**src/rtl/usr_pkg.sv**
```systemverilog
// Shared definitions for the universal-shift-register UART transmitter:
// USR mode-select encoding and the controller state encoding.
package usr_pkg;

    localparam logic [1:0] MODE_HOLD = 2'b00;
    localparam logic [1:0] MODE_SHR  = 2'b01;
    localparam logic [1:0] MODE_SHL  = 2'b10;
    localparam logic [1:0] MODE_LOAD = 2'b11;

    typedef enum logic {
        ST_IDLE = 1'b0,
        ST_SEND = 1'b1
    } tx_state_e;

endpackage

```
**src/rtl/usr_bit_cell.sv**
```systemverilog
// One bit of the universal shift register: a flop that resets to 1 and a
// 4:1 mux choosing hold / shift-right / shift-left / load by mode.
module usr_bit_cell
    import usr_pkg::*;
(
    input  logic       clk,
    input  logic       reset_n,
    input  logic       hold_d,
    input  logic       right_d,
    input  logic       left_d,
    input  logic       load_d,
    input  logic [1:0] mode,
    output logic       q
);

    // NOTE: sequential state is assigned with <= so all cells sample their
    // neighbours' old values on the same edge, which is what makes it shift.
    always_ff @(posedge clk or negedge reset_n) begin
        if (!reset_n) begin
            q <= 1'b1;
        end else begin
            case (mode)
                MODE_SHR:  q <= right_d;
                MODE_SHL:  q <= left_d;
                MODE_LOAD: q <= load_d;
                default:   q <= hold_d;
            endcase
        end
    end

endmodule

```
**src/rtl/usr_tx_ctrl.sv**
```systemverilog
// UART transmit controller: loads a start/data/[parity]/stop frame into a
// frame-wide universal shift register and shifts it out LSB-first on tx.
module usr_tx_ctrl
    import usr_pkg::*;
#(
    parameter int DATA_W     = 8,
    parameter int BAUD_DIV   = 868,
    parameter int PARITY_EN  = 0,
    parameter int PARITY_ODD = 0
) (
    input  logic              clk,
    input  logic              reset_n,
    input  logic [DATA_W-1:0] tx_data,
    input  logic              tx_valid,
    output logic              tx_ready,
    output logic              tx,
    output logic              busy,
    output logic [1:0]        mode
);

    localparam int FRAME_W = DATA_W + 2 + PARITY_EN;
    localparam int BAUD_W  = $clog2(BAUD_DIV);
    localparam int BIT_W   = $clog2(FRAME_W + 1);

    localparam logic [BAUD_W-1:0] BAUD_LAST = BAUD_W'(BAUD_DIV - 1);
    localparam logic [BIT_W-1:0]  BIT_LAST  = BIT_W'(FRAME_W - 1);

    tx_state_e          state;
    logic [BAUD_W-1:0]  baud_cnt;
    logic [BIT_W-1:0]   bit_cnt;
    logic [FRAME_W-1:0] sr;
    logic [FRAME_W-1:0] load_frame;
    logic [FRAME_W-1:0] shr_src;
    logic [FRAME_W-1:0] shl_src;
    logic               handshake;
    logic               baud_tick;

    assign tx_ready  = (state == ST_IDLE);
    assign busy      = (state == ST_SEND);
    assign handshake = tx_valid & tx_ready;
    assign baud_tick = busy && (baud_cnt == BAUD_LAST);
    assign tx        = sr[0];

    // Shifting fills with 1 so the line falls back to idle-high after the stop bit.
    assign shr_src = {1'b1, sr[FRAME_W-1:1]};
    assign shl_src = {sr[FRAME_W-2:0], 1'b1};

    generate
        if (PARITY_EN != 0) begin : g_parity
            logic par_bit;
            assign par_bit    = (PARITY_ODD != 0) ? ~^tx_data : ^tx_data;
            assign load_frame = {1'b1, par_bit, tx_data, 1'b0};
        end else begin : g_no_parity
            assign load_frame = {1'b1, tx_data, 1'b0};
        end
    endgenerate

    always_comb begin
        mode = MODE_HOLD;
        if (handshake) begin
            mode = MODE_LOAD;
        end else if (baud_tick) begin
            mode = MODE_SHR;
        end
    end

    for (genvar i = 0; i < FRAME_W; i++) begin : g_cell
        usr_bit_cell u_cell (
            .clk     (clk),
            .reset_n (reset_n),
            .hold_d  (sr[i]),
            .right_d (shr_src[i]),
            .left_d  (shl_src[i]),
            .load_d  (load_frame[i]),
            .mode    (mode),
            .q       (sr[i])
        );
    end

    always_ff @(posedge clk or negedge reset_n) begin
        if (!reset_n) begin
            state    <= ST_IDLE;
            baud_cnt <= '0;
            bit_cnt  <= '0;
        end else begin
            case (state)
                ST_IDLE: begin
                    if (handshake) begin
                        state    <= ST_SEND;
                        baud_cnt <= '0;
                        bit_cnt  <= '0;
                    end
                end
                ST_SEND: begin
                    if (baud_tick) begin
                        baud_cnt <= '0;
                        bit_cnt  <= bit_cnt + 1'b1;
                        // The tick that ends the stop bit returns to IDLE.
                        if (bit_cnt == BIT_LAST) begin
                            state <= ST_IDLE;
                        end
                    end else begin
                        baud_cnt <= baud_cnt + 1'b1;
                    end
                end
                default: state <= ST_IDLE;
            endcase
        end
    end

endmodule

```
**config.mk**
```make
export PLATFORM = sky130hd
export DESIGN_NAME = usr_tx_ctrl
export DESIGN_NICKNAME = d
export VERILOG_FILES = /design/src/rtl/usr_pkg.sv /design/src/rtl/usr_bit_cell.sv /design/src/rtl/usr_tx_ctrl.sv
export SDC_FILE = /design/constraint.sdc
export NUM_CORES = 1
export LEC_CHECK = 0
export CAP_MARGIN = 15
export CORE_ASPECT_RATIO = 1.75
export CORE_MARGIN = 1.5
export CORE_UTILIZATION = 55
export CTS_BUF_LIST = sky130_fd_sc_hd__clkbuf_4 sky130_fd_sc_hd__clkbuf_8
export CTS_CLUSTER_SIZE = 30
export DETAILED_ROUTE_END_ITERATION = 6
export PLACE_DENSITY = 0.79
export SYNTH_ARGS = -nofsm -noshare
export SYNTH_HDL_FRONTEND = slang
export SYNTH_SLANG_ARGS = --single-unit
export TNS_END_PERCENT = 10
```
**constraint.sdc**
```tcl
create_clock -name clk -period 2.45 [get_ports clk]
set_clock_uncertainty 0.05 [all_clocks]
set_input_delay 0.735 -clock clk [delete_from_list [all_inputs] [get_ports clk]]
set_output_delay 0.735 -clock clk [all_outputs]
set_load 0.005 [all_outputs]
```
=== After elaboration in Yosys (flattened, before gate mapping) ===
Cells that the tools add are included.

* Add/sub/neg operators: 2
* Equality and inequality tests: 7
* Multiplexer cells: 22
* Bitwise gates (word level): 2
* Reductions and logical operators: 5

{| class="wikitable"
|+ Operators with widths
! cell !! count
|-
| case mux 1 bit (3 select lines) || 9
|-
| 2-to-1 mux 10 bit || 2
|-
| case mux 10 bit (2 select lines) || 1
|-
| adder 10 x 1 -> 10 bit, second input constant || 1
|-
| == test 10 bit, second input constant || 1
|-
| 2-to-1 mux 4 bit || 2
|-
| case mux 4 bit (2 select lines) || 1
|-
| adder 4 x 1 -> 4 bit, second input constant || 1
|-
| == test 2 bit, second input constant || 2
|-
| == test 4 bit, second input constant || 1
|-
| 2-to-1 mux 1 bit || 4
|-
| inequality test 2 x 1 -> 1 bit, second input constant || 2
|-
| case mux 1 bit (2 select lines) || 2
|-
| nonzero test 3 bit || 1
|-
| == test 2 x 1 -> 1 bit, second input constant || 1
|-
| 2-to-1 mux 2 bit || 1
|-
| AND reduction 2 bit || 1
|-
| nonzero test 2 bit || 1
|-
| OR reduction 2 bit || 1
|-
| bitwise AND 1 bit || 1
|-
| logical AND 1 bit || 1
|-
| inverter 1 bit || 1
|}

* Register bits after elaboration: 25
* Input bits: 11
* Output and inout port bits: 5
* Word-level logic and storage cells: 51

=== Longest topological paths before layout ===
* Depth in word-level cells: 7
* Gate-level depth with buffers: 7

=== Hierarchy ===
A second synthesis with hierarchy kept.

* Cell total of the unflattened synthesis: 116
* Area, all modules: 1427.6 µm²

{| class="wikitable"
|+ Modules (own cells, without submodules)
! module !! instances !! cells an instance !! area an instance (µm²) !! seq. area each (µm²)
|-
| usr_tx_ctrl || 1 || 96 || 939.7 || 375.4
|-
| usr_bit_cell || 10 || 2 || 48.8 || 26.3
|}

=== Least setup slack after synthesis ===
Ideal clock, no wire load.

* Kind: reg2out
* Start: register baud_cnt[4]
* End: output port mode[0]
* Data arrival time: 1.417 ns
* Setup slack: 0.248 ns
* Cell stages (with the launch flop): 5
* Path through: dfrtp_1 -> or2_4 -> or4_1 -> buf_2 -> nand2_1

* Word-level cells in the longest chain between the ends: 4

{| class="wikitable"
|+ RTL lines
! element !! line !! text
|-
| start, declared || usr_tx_ctrl.sv:29 || <nowiki>logic [BAUD_W-1:0] baud_cnt;</nowiki>
|-
| start signal, assigned || usr_tx_ctrl.sv:103 || <nowiki>baud_cnt <= baud_cnt + 1'b1;</nowiki>
|-
| == test 10 bit || usr_tx_ctrl.sv:41 || <nowiki>assign baud_tick = busy && (baud_cnt == BAUD_LAST);</nowiki>
|-
| logical AND 1 bit || usr_tx_ctrl.sv:41 ||
|-
| 2-to-1 mux 1 bit || usr_tx_ctrl.sv:62 || <nowiki>end else if (baud_tick) begin</nowiki>
|-
| 2-to-1 mux 2 bit || usr_tx_ctrl.sv:60 || <nowiki>if (handshake) begin</nowiki>
|-
| end, declared || usr_tx_ctrl.sv:18 || <nowiki>output logic [1:0] mode</nowiki>
|}

Every way passes these cells.

=== Worst setup path after layout ===
* Start: register baud_cnt[3]
* End: output port mode[0]

The elaborated chain is that of the path after synthesis.

==> results by stage <==
Worst setup path:
- The nature of the critical path endpoint is a primary output.
- On the worst path, the slowest cell contributes a delay of 0.57 ns.
- The worst register-to-register path ends at baud_cnt[9].
- The count of cells along the worst register-to-register path is 5.
- The standard cell with the maximum stage delay on the critical path is or4_4.
- The signal on the critical path passes through or2_4 > or4_4 > nand2_4 > buf_6.
- In this run the worst path has a maximum fanout of 2.
- Data arrives at the worst endpoint at between 1.5 and 2 ns.
- For the worst setup path, the data required time is 1.66 ns.
- The worst reg-to-reg setup slack is ~0.47 ns.
- In this run the critical register-to-register path is launched from baud_cnt[3].
- The critical path start-end classification is reg2out.
- The kind of launch point of the worst setup path is a register.

Pwr:
- The static leakage power is 0.7243 nW.
- Summing internal, switching and leakage power gives 0.001436 W.
- The ratio of total power to cell area is 885.8 mW/mm^2.
- VDD sags by at most 0.0006301 V.

Timing:
- The total negative slack is -0.09720 ns.
- The final critical-path setup slack is -0.09720 ns.
- The post-layout minimum cycle time is 2.547 ns.
- The worst pin sits at a relative slew slack of 58.23%.
- The measured slew at the worst slew-check pin is between 0.6 and 0.7 ns.
- The max-slew violation count was 0.
- The number of hold violations in the final report is 0.
- After layout, the worst path uses 104.0% of the clock period.
- The number of setup violations in the final report is 1.
- Final hold analysis gives a worst-case slack of 0.4336 ns.
- Setup repair after global routing could not meet its margin everywhere.
- The maximum operating frequency is 0.3926 GHz.

Routing:
- For this run, the detailed router's first-pass iteration total came to 4.
- The number of antenna-violating nets in the routed design is 0.
- The per-cell via count in the routed design is around 5.6.
- The average wire per standard cell is 15.14 um.
- The DRC violations left is 0.
- Across all layers, the routed design uses around 1100 vias.
- The starting DRC count in detailed routing is 25.
- The final layout contains routed wiring with a total length of around 3000 um.

Layout:
- The number of filler instances in the final layout is 164.
- The most common cell after layout, fill and taps aside is nand2_1.
- The share of final-layout standard cells stronger than drive strength 1 is a little over a quarter.
- The number of antenna diodes in the final layout is 0.
- Summing all non-filler instances in the final layout gives an area of 0.001622 sq mm.
- Compared with the post-synthesis result, the final layout area differs by 28.96%.
- The number of nets in the layout is between 150 and 200.
- In the layout the commonest cells are nand2_1, buf_4, dfrtp_1.
- Once layout is complete, the cells apart from fillers number 198.
- The area taken by multi-input logic gates is 574.3 sq um.
- In the final layout, flip-flops and latches occupy around 640 sq um.

Die:
- The die covers 0.002593 sq mm.
- In this run the count of I/O pins placed on the die edge is 16.
- The vertical die dimension is 66.25 um.
- The initial utilization of the core area, before any placement, comes to about three fifths.
- The row count is 22.
- The placeable core region is approximately 0.0021 sq mm.
- The die is 39.15 um wide.

CTS:
- The root buffer cell chosen for the clock tree is clkbuf_4.
- The number of buffers created by CTS is 3.
- The clock tree from TritonCTS is done.
- The longest clock path from root to sink contains 2 buffers.
- At the later pin of the worst-skew pair, clock insertion delay measures 0.31 ns.
- The number of hold buffers added after CTS was 0.
- The clock-pin slew on the worst setup and hold paths is 0.13 ns.
- The depth of the CTS H-tree is 1.
- The clock sink count is 25.

Synth:
- The main flop type after synthesis is dfrtp_1.
- Counting flops and latches in the post-synthesis netlist gives 25.
- The post-synthesis async set-or-reset flop share is 100.0%.
- The cell count after synthesis came out at 138.
- The count of yosys warnings during synthesis is 0.
- The area share of the leading cell type in the synthesized netlist is 29.85%.
- The net count of the mapped netlist is 152.
- The cell area that synthesis handed to floorplanning was 0.001257 sq mm.
- The biggest area contributor in the post-synthesis netlist is dfrtp_1.
- Counting flops with a built-in enable in the synthesized netlist gives 0.
- The count of unique library cells instantiated by Yosys is 31.
- The mean post-synth cell area is 9.112 sq um.
- After synthesis, the cell types taking the most area are dfrtp_1, dfstp_2, nand2_1, a31oi_1, nor2_1.
- Summing the sequential cell areas from Yosys gives around half of the chip area.

Placement:
- The instance area at placement is 0.001567 sq mm.
- The routability-driven placement congestion ratio is around 0.77.
- Once placement completed, the tool counted placed cells totaling 193.
- Summed over all nets, the half-perimeter wirelength after detailed placement is 2228 um.
- In this run the tool buffered the top-level ports with 15 buffer cells.

Status:
- The checks that failed: negative setup slack.
- The flow ran to the end, but the final reports show violations.

Hold path:
- The number of instances on the worst hold path is 2.
- The min-delay analysis places its worst path in the category reg2reg.
- The origin of the worst min-delay path is g_cell[0].u_cell.q.
- The end of the worst hold path is g_cell[0].u_cell.q.

GRT:
- For this run the aggregate overflow at the end of global routing stands at 0.
- The number of global-route vias before repair is approximately 1200.
- The initial antenna violation count is 0.
- The maximum number of pins on one net before global-route repair is 26.
- The global-route wire length before repair is 5023 um.
- The global-route usage over all layers is roughly 27%.

Flow run:
- Across the run, the number of max-cap violations was 0.
-- how the worst max path moves through the flow --
stage,to,slack (ns),from
after floorplan,mode[0],0.25,baud_cnt[4]
final,mode[0],-0.1,baud_cnt[3]
after global placement,mode[0],-0.25,tx_valid
after CTS,mode[0],-0.13,baud_cnt[4]
after detailed placement,mode[0],-0.25,tx_valid
after global routing,mode[0],-0.15,baud_cnt[3]
-- cell usage after synthesis, types with 2 or more instances --
| master | number |
|---|---|
| nand2_1 | 34 |
| dfrtp_1 | 15 |
| nor2_1 | 13 |
| dfstp_2 | 10 |
| a31oi_1 | 8 |
| nand3_1 | 7 |
| inv_1 | 6 |
| o21ai_1 | 6 |
| xnor2_1 | 5 |
| o21ai_0 | 4 |
| ha_1 | 3 |
| nor3_1 | 3 |
| buf_2 | 2 |
| clkbuf_1 | 2 |
| nor4_1 | 2 |
| nor4_2 | 2 |
| xor2_1 | 2 |
-- layout make-up --
type	count	share of cell area [%]
Clock buffer	4	1.852
Inverter	6	1.389
Multi-Input combinational cell	101	35.42
Sequential cell	25	39.35
Tap cell	24	1.852
Timing Repair Buffer	38	20.14
-- layer usage --
layer  up-vias  global-route usage [%]  wire length (um)
met3         4                   3.367                71
met1       545                   30.20              1154
li1        545                       -                 -
met4         0                   8.621                34
met5         -                       0                 0
met2        17                   51.04              1737
-- sequential cells by signal, summed over array words and instances, names as in the netlist --
register / count
bit_cnt: 4
g_cell.u_cell.q: 10
busy: 1
baud_cnt: 10
-- critical path, delay by kind of cell, from the launching register on --
kind          cells  cell delay [ns]
buf+inv           1             0.09
flops             1             0.43
simple gates      3             0.94
-- through the flow --
stage	worst slack, ns	utilization [%]
final	-0.09720	76.51
after global routing	-0.1476	76.51
after CTS	-0.1293	76.09
after detailed placement	-0.2504	73.91
after global placement	-0.2505	73.91
after floorplan	0.2483	-
-- cells by family (layout without fill, tap and decap cells) --
logic type	after synthesis	count (layout)	synth area share, %
flip-flops	25	25	50.75
AND/OR/NAND/NOR	66	66	24.48
XOR/XNOR	7	7	4.876
adder cells (fa/ha/maj)	3	3	2.985
buffers and inverters	12	48	4.677
AO/OA/AOI/OAI	25	25	12.24
-- repair_timing --
| action | CTS | global route |
|---|---|---|
| pin swaps | 1 | 3 |
| resized for setup | 7 | 6 |
| endpoints found under the setup margin | 2 | 3 |
| cloned | 0 | 0 |
| setup buffers | 1 | 0 |
-- report_power, final --
| part | leakage, nW | switching, W | total [W] | internal [W] |
|---|---|---|---|---|
| Sequential | 0.282 | 0.0000918 | 0.000678 | 0.000587 |
| Clock | 0.0184 | 0.000119 | 0.000194 | 0.0000746 |
| Combinational | 0.423 | 0.000264 | 0.000564 | 0.000300 |
No activity file was read; power rests on OpenSTA's default activity.
